### config.mk
export PLATFORM = sky130hd
export DESIGN_NAME = dir_input_ctrl_flat
export DESIGN_NICKNAME = d
export VERILOG_FILES = /design/src/rtl/dir_input_ctrl_if.sv /design/src/rtl/dir_input_ctrl.sv /design/src/flat_wrapper.sv
export SDC_FILE = /design/constraint.sdc
export NUM_CORES = 1
export LEC_CHECK = 0
export CORE_ASPECT_RATIO = 1.1
export CORE_UTILIZATION = 40
export DETAILED_ROUTE_END_ITERATION = 7
export PLACE_DENSITY_LB_ADDON = 0.08
export SLEW_MARGIN = 20
export SYNTH_ARGS = -nofsm -noshare
export SYNTH_HDL_FRONTEND = slang
export SYNTH_SLANG_ARGS = --single-unit
### constraint.sdc
create_clock -name clk -period 4.7 [get_ports clk]
set_clock_uncertainty 0.1 [all_clocks]
set_input_delay 0.705 -clock clk [delete_from_list [all_inputs] [get_ports clk]]
set_output_delay 0.705 -clock clk [all_outputs]
set_load 0.03 [all_outputs]
### src/rtl/dir_input_ctrl_if.sv
// Bundle of the direction controller's input sources (PS/2 bytes, buttons, game tick)
// and its registered direction/queue status outputs.
interface dir_input_ctrl_if #(
   parameter int QUEUE_DEPTH = 4
);
   localparam int CW = $clog2(QUEUE_DEPTH) + 1;

   logic [7:0]    key_data;
   logic          key_valid;
   logic [3:0]    button;
   logic          tick;
   logic [4:0]    direction;
   logic [CW-1:0] queue_count;
   logic          overflow;

   modport master (
      output key_data, key_valid, button, tick,
      input  direction, queue_count, overflow
   );

   modport slave (
      input  key_data, key_valid, button, tick,
      output direction, queue_count, overflow
   );
endinterface

### src/rtl/dir_input_ctrl.sv
// Turns PS/2 arrow keys and debounced push-buttons into a small queue of turns,
// one of which is applied to the one-hot direction on every game tick.
module dir_input_ctrl #(
   parameter logic [19:0] DEBOUNCE_CYCLES = 20'd1000000,
   parameter int          QUEUE_DEPTH     = 4
) (
   input  logic             clk,
   input  logic             reset,
   dir_input_ctrl_if.slave  bus
);
   localparam int PW = $clog2(QUEUE_DEPTH);
   localparam int CW = PW + 1;

   localparam logic [4:0] DIR_IDLE  = 5'b10000;
   localparam logic [4:0] DIR_UP    = 5'b01000;
   localparam logic [4:0] DIR_RIGHT = 5'b00001;
   localparam logic [4:0] DIR_DOWN  = 5'b00010;
   localparam logic [4:0] DIR_LEFT  = 5'b00100;

   function automatic logic [4:0] opposite_dir(input logic [4:0] d);
      case (d)
         DIR_UP:    opposite_dir = DIR_DOWN;
         DIR_DOWN:  opposite_dir = DIR_UP;
         DIR_LEFT:  opposite_dir = DIR_RIGHT;
         DIR_RIGHT: opposite_dir = DIR_LEFT;
         default:   opposite_dir = DIR_IDLE;
      endcase
   endfunction

   // ---------------- scan-code parser ----------------
   typedef enum logic [1:0] {ST_IDLE, ST_EXT, ST_BRK, ST_EXT_BRK} parse_state_t;

   parse_state_t state_reg, state_next;
   logic [4:0]   key_map;
   logic         key_mapped;
   logic         key_req;

   always_comb begin
      key_map    = DIR_IDLE;
      key_mapped = 1'b0;
      case (bus.key_data)
         8'h75: begin key_map = DIR_UP;    key_mapped = 1'b1; end
         8'h74: begin key_map = DIR_RIGHT; key_mapped = 1'b1; end
         8'h72: begin key_map = DIR_DOWN;  key_mapped = 1'b1; end
         8'h6B: begin key_map = DIR_LEFT;  key_mapped = 1'b1; end
         default: ;
      endcase
   end

   always_ff @(posedge clk) begin
      if (reset) state_reg <= ST_IDLE;
      else       state_reg <= state_next;
   end

   always_comb begin
      state_next = state_reg;
      key_req    = 1'b0;
      if (bus.key_valid) begin
         case (state_reg)
            ST_IDLE: begin
               if (bus.key_data == 8'hE0)      state_next = ST_EXT;
               else if (bus.key_data == 8'hF0) state_next = ST_BRK;
               else                            key_req    = key_mapped;
            end
            ST_EXT: begin
               if (bus.key_data == 8'hF0) begin
                  state_next = ST_EXT_BRK;
               end else begin
                  state_next = ST_IDLE;
                  key_req    = key_mapped;
               end
            end
            // Byte after a break prefix is the released key: swallow it.
            default: state_next = ST_IDLE;
         endcase
      end
   end

   // ---------------- button synchronise + debounce ----------------
   logic [3:0] btn_rise;

   genvar gi;
   generate
      for (gi = 0; gi < 4; gi++) begin : g_btn
         logic        sync1_reg;
         logic        sync2_reg;
         logic        deb_reg;
         logic [19:0] cnt_reg;

         always_ff @(posedge clk) begin
            if (reset) begin
               sync1_reg <= 1'b0;
               sync2_reg <= 1'b0;
               deb_reg   <= 1'b0;
               cnt_reg   <= '0;
            end else begin
               sync1_reg <= bus.button[gi];
               sync2_reg <= sync1_reg;
               if (sync2_reg == deb_reg) begin
                  cnt_reg <= '0;
               end else if (cnt_reg == DEBOUNCE_CYCLES - 20'd1) begin
                  deb_reg <= sync2_reg;
                  cnt_reg <= '0;
               end else begin
                  cnt_reg <= cnt_reg + 20'd1;
               end
            end
         end

         // Fires in the cycle the debounced level is about to rise, so it pulses once per press.
         assign btn_rise[gi] = sync2_reg && !deb_reg && (cnt_reg == DEBOUNCE_CYCLES - 20'd1);
      end
   endgenerate

   // ---------------- request arbitration ----------------
   logic       req_valid;
   logic [4:0] req_dir;

   always_comb begin
      req_valid = 1'b0;
      req_dir   = DIR_IDLE;
      if (key_req) begin
         req_valid = 1'b1;
         req_dir   = key_map;
      end else if (btn_rise[0]) begin
         req_valid = 1'b1;
         req_dir   = DIR_UP;
      end else if (btn_rise[1]) begin
         req_valid = 1'b1;
         req_dir   = DIR_RIGHT;
      end else if (btn_rise[2]) begin
         req_valid = 1'b1;
         req_dir   = DIR_DOWN;
      end else if (btn_rise[3]) begin
         req_valid = 1'b1;
         req_dir   = DIR_LEFT;
      end
   end

   // ---------------- turn queue ----------------
   logic [4:0]    queue_mem [QUEUE_DEPTH];
   logic [PW-1:0] wr_ptr_reg, rd_ptr_reg;
   logic [CW-1:0] count_reg;
   logic [4:0]    tail_reg;
   logic [4:0]    dir_reg;
   logic          ovf_reg;

   logic [4:0] ref_dir;
   logic       rejected, full, do_push, do_ovf, do_pop;

   // Validate against where the snake will be heading once the queue drains.
   assign ref_dir  = (count_reg != '0) ? tail_reg : dir_reg;
   assign rejected = (ref_dir != DIR_IDLE) &&
                     ((req_dir == ref_dir) || (req_dir == opposite_dir(ref_dir)));
   assign full     = (count_reg == CW'(QUEUE_DEPTH));
   assign do_push  = req_valid && !rejected && !full;
   assign do_ovf   = req_valid && !rejected && full;
   assign do_pop   = bus.tick && (count_reg != '0);

   always_ff @(posedge clk) begin
      if (do_push) queue_mem[wr_ptr_reg] <= req_dir;
   end

   always_ff @(posedge clk) begin
      if (reset) begin
         wr_ptr_reg <= '0;
         rd_ptr_reg <= '0;
         count_reg  <= '0;
         tail_reg   <= DIR_IDLE;
         dir_reg    <= DIR_IDLE;
         ovf_reg    <= 1'b0;
      end else begin
         ovf_reg <= do_ovf;
         if (do_push) begin
            wr_ptr_reg <= wr_ptr_reg + PW'(1);
            tail_reg   <= req_dir;
         end
         if (do_pop) begin
            dir_reg    <= queue_mem[rd_ptr_reg];
            rd_ptr_reg <= rd_ptr_reg + PW'(1);
         end
         case ({do_push, do_pop})
            2'b10:   count_reg <= count_reg + CW'(1);
            2'b01:   count_reg <= count_reg - CW'(1);
            default: count_reg <= count_reg;
         endcase
      end
   end

   assign bus.direction   = dir_reg;
   assign bus.queue_count = count_reg;
   assign bus.overflow    = ovf_reg;
endmodule

### src/flat_wrapper.sv
// flat-port wrapper written by rule: the top's interface ports become plain ports
module dir_input_ctrl_flat 
#(
   parameter logic [19:0] DEBOUNCE_CYCLES = 20'd1000000,
   parameter int          QUEUE_DEPTH     = 4
)
  (clk, reset, bus_key_data, bus_key_valid, bus_button, bus_tick, bus_direction, bus_queue_count, bus_overflow);
  dir_input_ctrl_if #(.QUEUE_DEPTH(QUEUE_DEPTH)) bus_i ();
  input  logic clk;
  input  logic reset;
  input wire logic [$bits(bus_i.key_data)-1:0] bus_key_data;
  input wire logic [$bits(bus_i.key_valid)-1:0] bus_key_valid;
  input wire logic [$bits(bus_i.button)-1:0] bus_button;
  input wire logic [$bits(bus_i.tick)-1:0] bus_tick;
  output wire logic [$bits(bus_i.direction)-1:0] bus_direction;
  output wire logic [$bits(bus_i.queue_count)-1:0] bus_queue_count;
  output wire logic [$bits(bus_i.overflow)-1:0] bus_overflow;
  assign bus_i.key_data = bus_key_data;
  assign bus_i.key_valid = bus_key_valid;
  assign bus_i.button = bus_button;
  assign bus_i.tick = bus_tick;
  assign bus_direction = bus_i.direction;
  assign bus_queue_count = bus_i.queue_count;
  assign bus_overflow = bus_i.overflow;
  dir_input_ctrl #(.DEBOUNCE_CYCLES(DEBOUNCE_CYCLES), .QUEUE_DEPTH(QUEUE_DEPTH)) u_core (.clk(clk), .reset(reset), .bus(bus_i));
endmodule
==> results.md <==
- Maximum clock insertion buffer count: 2
- Clock share of power: 51.7%
- Leading cell type in the layout, fill and taps excluded: dfxtp_1
- Distinct cell type count after synthesis: 66
- Clock latency on the worst-skew pair: 0.42 ns
- Worst VDD drop: 261 uV
- Flop pwr share: 46.1%
- Fin crit share: 89.2%
- Worst EP arrival: 4.44 ns
- Post-cts repair resize count: 0
- Placed wire-length estimate: 9.34 mm
- Area of the die: 16200 um^2
- Global-route usage over all layers: 17.0%
- Pin count of the biggest net entering global routing: 21
- Shortest clock period the worst path allows after layout: 4.19 ns
- Growth of design area from synthesis to finish: 16.6%
- Clock tree from TritonCTS: done
- Result of the run: complete, no violations
- Top library cells by usage in the layout, fill and taps aside: 112 x dfxtp_1, 103 x nor2_1, 55 x nand2_1
- Post-layout utilization of the core: 48.2%
- Synth Area in Simple Gates: 28.2%
- Net count after synthesis: 716
- Compound-gate portion of the synthesized area: 6.92%
- Area after detailed placement: 6760 um^2
- Post-DR wirelength/cell: 13.8 um
- Area used by multi-input combinational logic: 3280 um^2
- Static power due to leakage: 2.42 nW
- Count of nets left with antenna violations after detail routing: 0
- Critical-path maximum fanout: 7
- Worst Tran Pin Value: 0.839 ns
- Vertical die dimension: 134 um
- Placement Setup Slack: 0.171 ns
- Post-route design area: 7340 um^2
- Share of post-route cells with drive strength above 1: 8.62%
- Setup Total Neg Slack: 0 ns
- CTS sink cnt: 132
- Fraction of registers with async set or reset after synthesis: 0%
- Final hold violation count: 0
- RSZ-0062 raised after global routing: no
- Number of primary I/O pins: 25
- Type of origin of the critical path: flop
- Via count of the first global-routing pass: 4547
- Register bit total from synthesis: 132
- Least setup slack across all paths after layout: 0.505 ns
- Hold/Removal Path Class: reg -> reg
- Clock transition at the registers of the reported paths: 0.06 ns
- Sequential cell area fraction in the yosys report: 45.2%
- Vias per cell: 5.23
- Clock tree root driver cell: clkbuf_16
- First-iteration detailed-routing DRC count: 205
- Share of cell area taken by muxes after synthesis: 3.97%
- Switching share of total power: 20.2%
- Total via count in the routed design: 4849
- Horiz. Die Dim: 122 um
- Sw Pwr: 504 uW
- Adder-cell area share of the yosys netlist: 2.90%
- Cells after synthesis: 686
- Sum of internal, switching and leakage power: 2.50 mW
- Number of placement rows: 47
- Max Freq: 238 MHz
- First-pass GRT wire length: 21.7 mm
- Total detailed-routing wirelength: 12.8 mm
- Data required time of the critical path: 4.95 ns
- Number of flops mapped to enable cells by yosys: 20
- Most used flip-flop cell after synthesis: dfxtp_1
- Total number of yosys warnings: 0
- Antenna violations before repair: 0
- Antenna fix cells: 0
- Crit path kind: reg -> reg
- Placeable core area: 15200 um^2
- Buffers added on ports: 24
- Fillcell total: 1427
- Xor/xnor share of the synthesized area: 10.2%
- Mapped Avg Cell Area: 9.18 um^2
- Area of all sequential standard cells: 2840 um^2
- Cell internal pwr: 1.99 mW
- H-tree depth reported by CTS: 4
- Flip-flop count of the largest register after layout: 80
- Power density normalized to cell area: 340 nW/um^2
- Number of max-capacitance violations reported: 0
- Post-CTS Setup Repair Bufs: 0
- Final weighted congestion in routability-driven placement: 0.921
- R2R Setup Slk: 0.51 ns
- Post-CTS Hold Buffers: 0
- Global route total overflow: 0
- Cell area after technology mapping: 6300 um^2
- Comb power frac: 2.2%
- Final Net Count: 748
- Initial core utilization: 41.3%
- Rel. slew slack: 43.9%
- Number of buffers added by the clock tree synthesis step: 17
- Number of setup violations in the final report: 0
- Drc violations: 0
- Final slew viol count: 0
- Largest family of logic cells by synthesized area: simple AND/OR/NAND/NOR gates
- Critical path capture point type: flop
- Number of iterations in the first detailed-routing pass: 4
[worst max-delay path, stage by stage (launching register included)]
cell and delay (ns):
dfxtp_1 0.36, nor3_1 0.64, mux2i_1 0.46, nand3_1 0.22, o32ai_1 0.35, a211oi_1 0.11
or3_4 0.41, o211ai_2 0.16, nor2_1 0.06, inv_1 0.07, ha_1 0.15, inv_1 0.05
fa_1 0.36, xor2_1 0.16, or3_1 0.31, a21oi_1 0.15
[Yosys cell counts, types with 5 or more instances]
cell type,count,area [um^2]
dfxtp_1,112,2240
or3_1,13,81.3
and4_1,7,61.3
nand4_1,15,93.8
edfxtp_1,20,601
mux4_2,5,113
ha_1,13,163
mux2i_1,10,100
a21oi_1,22,110
nor4bb_1,5,50.1
and2_1,5,31.3
xor2_1,44,385
nor2_1,103,387
clkbuf_1,16,60.1
a31oi_1,5,31.3
o21ai_0,15,75.1
and3_1,24,150
nand2_1,55,206
xnor2_1,29,254
nor2b_1,13,81.3
nor3_1,13,65.1
inv_1,22,82.6
nand3_1,46,230
o21ai_1,6,30.0
[cells by family (layout without fill, tap and decap cells)]
group | after synthesis | after routing
AOI/OAI and AO/OA | 69 | 69
xor gates and xnor gates | 73 | 73
adders and majority gates | 14 | 14
buffers and inverters | 42 | 87
DFF | 132 | 132
muxes | 18 | 18
and+or+nand+nor | 338 | 338
[worst paths after layout]
path                                  start                         to  depth (start not counted)
setup / recovery  u_core.bus.queue_count[2]  u_core.bus.queue_count[2]                         15
hold / removal    u_core.g_btn[1].sync1_reg  u_core.g_btn[1].sync2_reg                          1
setup reg to reg  u_core.bus.queue_count[2]  u_core.bus.queue_count[2]                         15
hold reg to reg   u_core.g_btn[1].sync1_reg  u_core.g_btn[1].sync2_reg                          1
[through the flow]
stage,std cells,hold slack (ns)
floorplan,686,0.314
finish,927,0.334
global route,927,0.355
global placement,895,0.322
CTS,927,0.338
detailed placement,895,0.324
[layout make-up]
cell class,instances,share of cell area [%]
flip-flops and latches,132,38.7
inverters,23,1.18
clock inverters,9,1.40
multi-input cells,512,44.7
repair buffers,32,4.09
clock buffers,23,6.51
well taps,196,3.34
[metal layers]
metal / vias up / wire length, um / part of all wire (%) / GRT usage [%]
li1: 2476 / - / - / -
met1: 2274 / 6170 / 48 / 22.5
met2: 81 / 5930 / 46 / 26.4
met3: 18 / 490 / 3.8 / 3.90
met4: 0 / 227 / 1.8 / 7.13
met5: - / 0 / 0 / 0
[power groups by stage]
stage / logic [mW] / registers, mW / clock network (mW)
floorplan: 0.0300 / 1.18 / 0
global placement: 0.0543 / 1.18 / 0
detailed placement: 0.0555 / 1.18 / 0
CTS: 0.0558 / 1.15 / 1.32
global route: 0.0612 / 1.15 / 1.38
finish: 0.0550 / 1.15 / 1.29
Note: power is estimated with default switching activity, not from simulation.
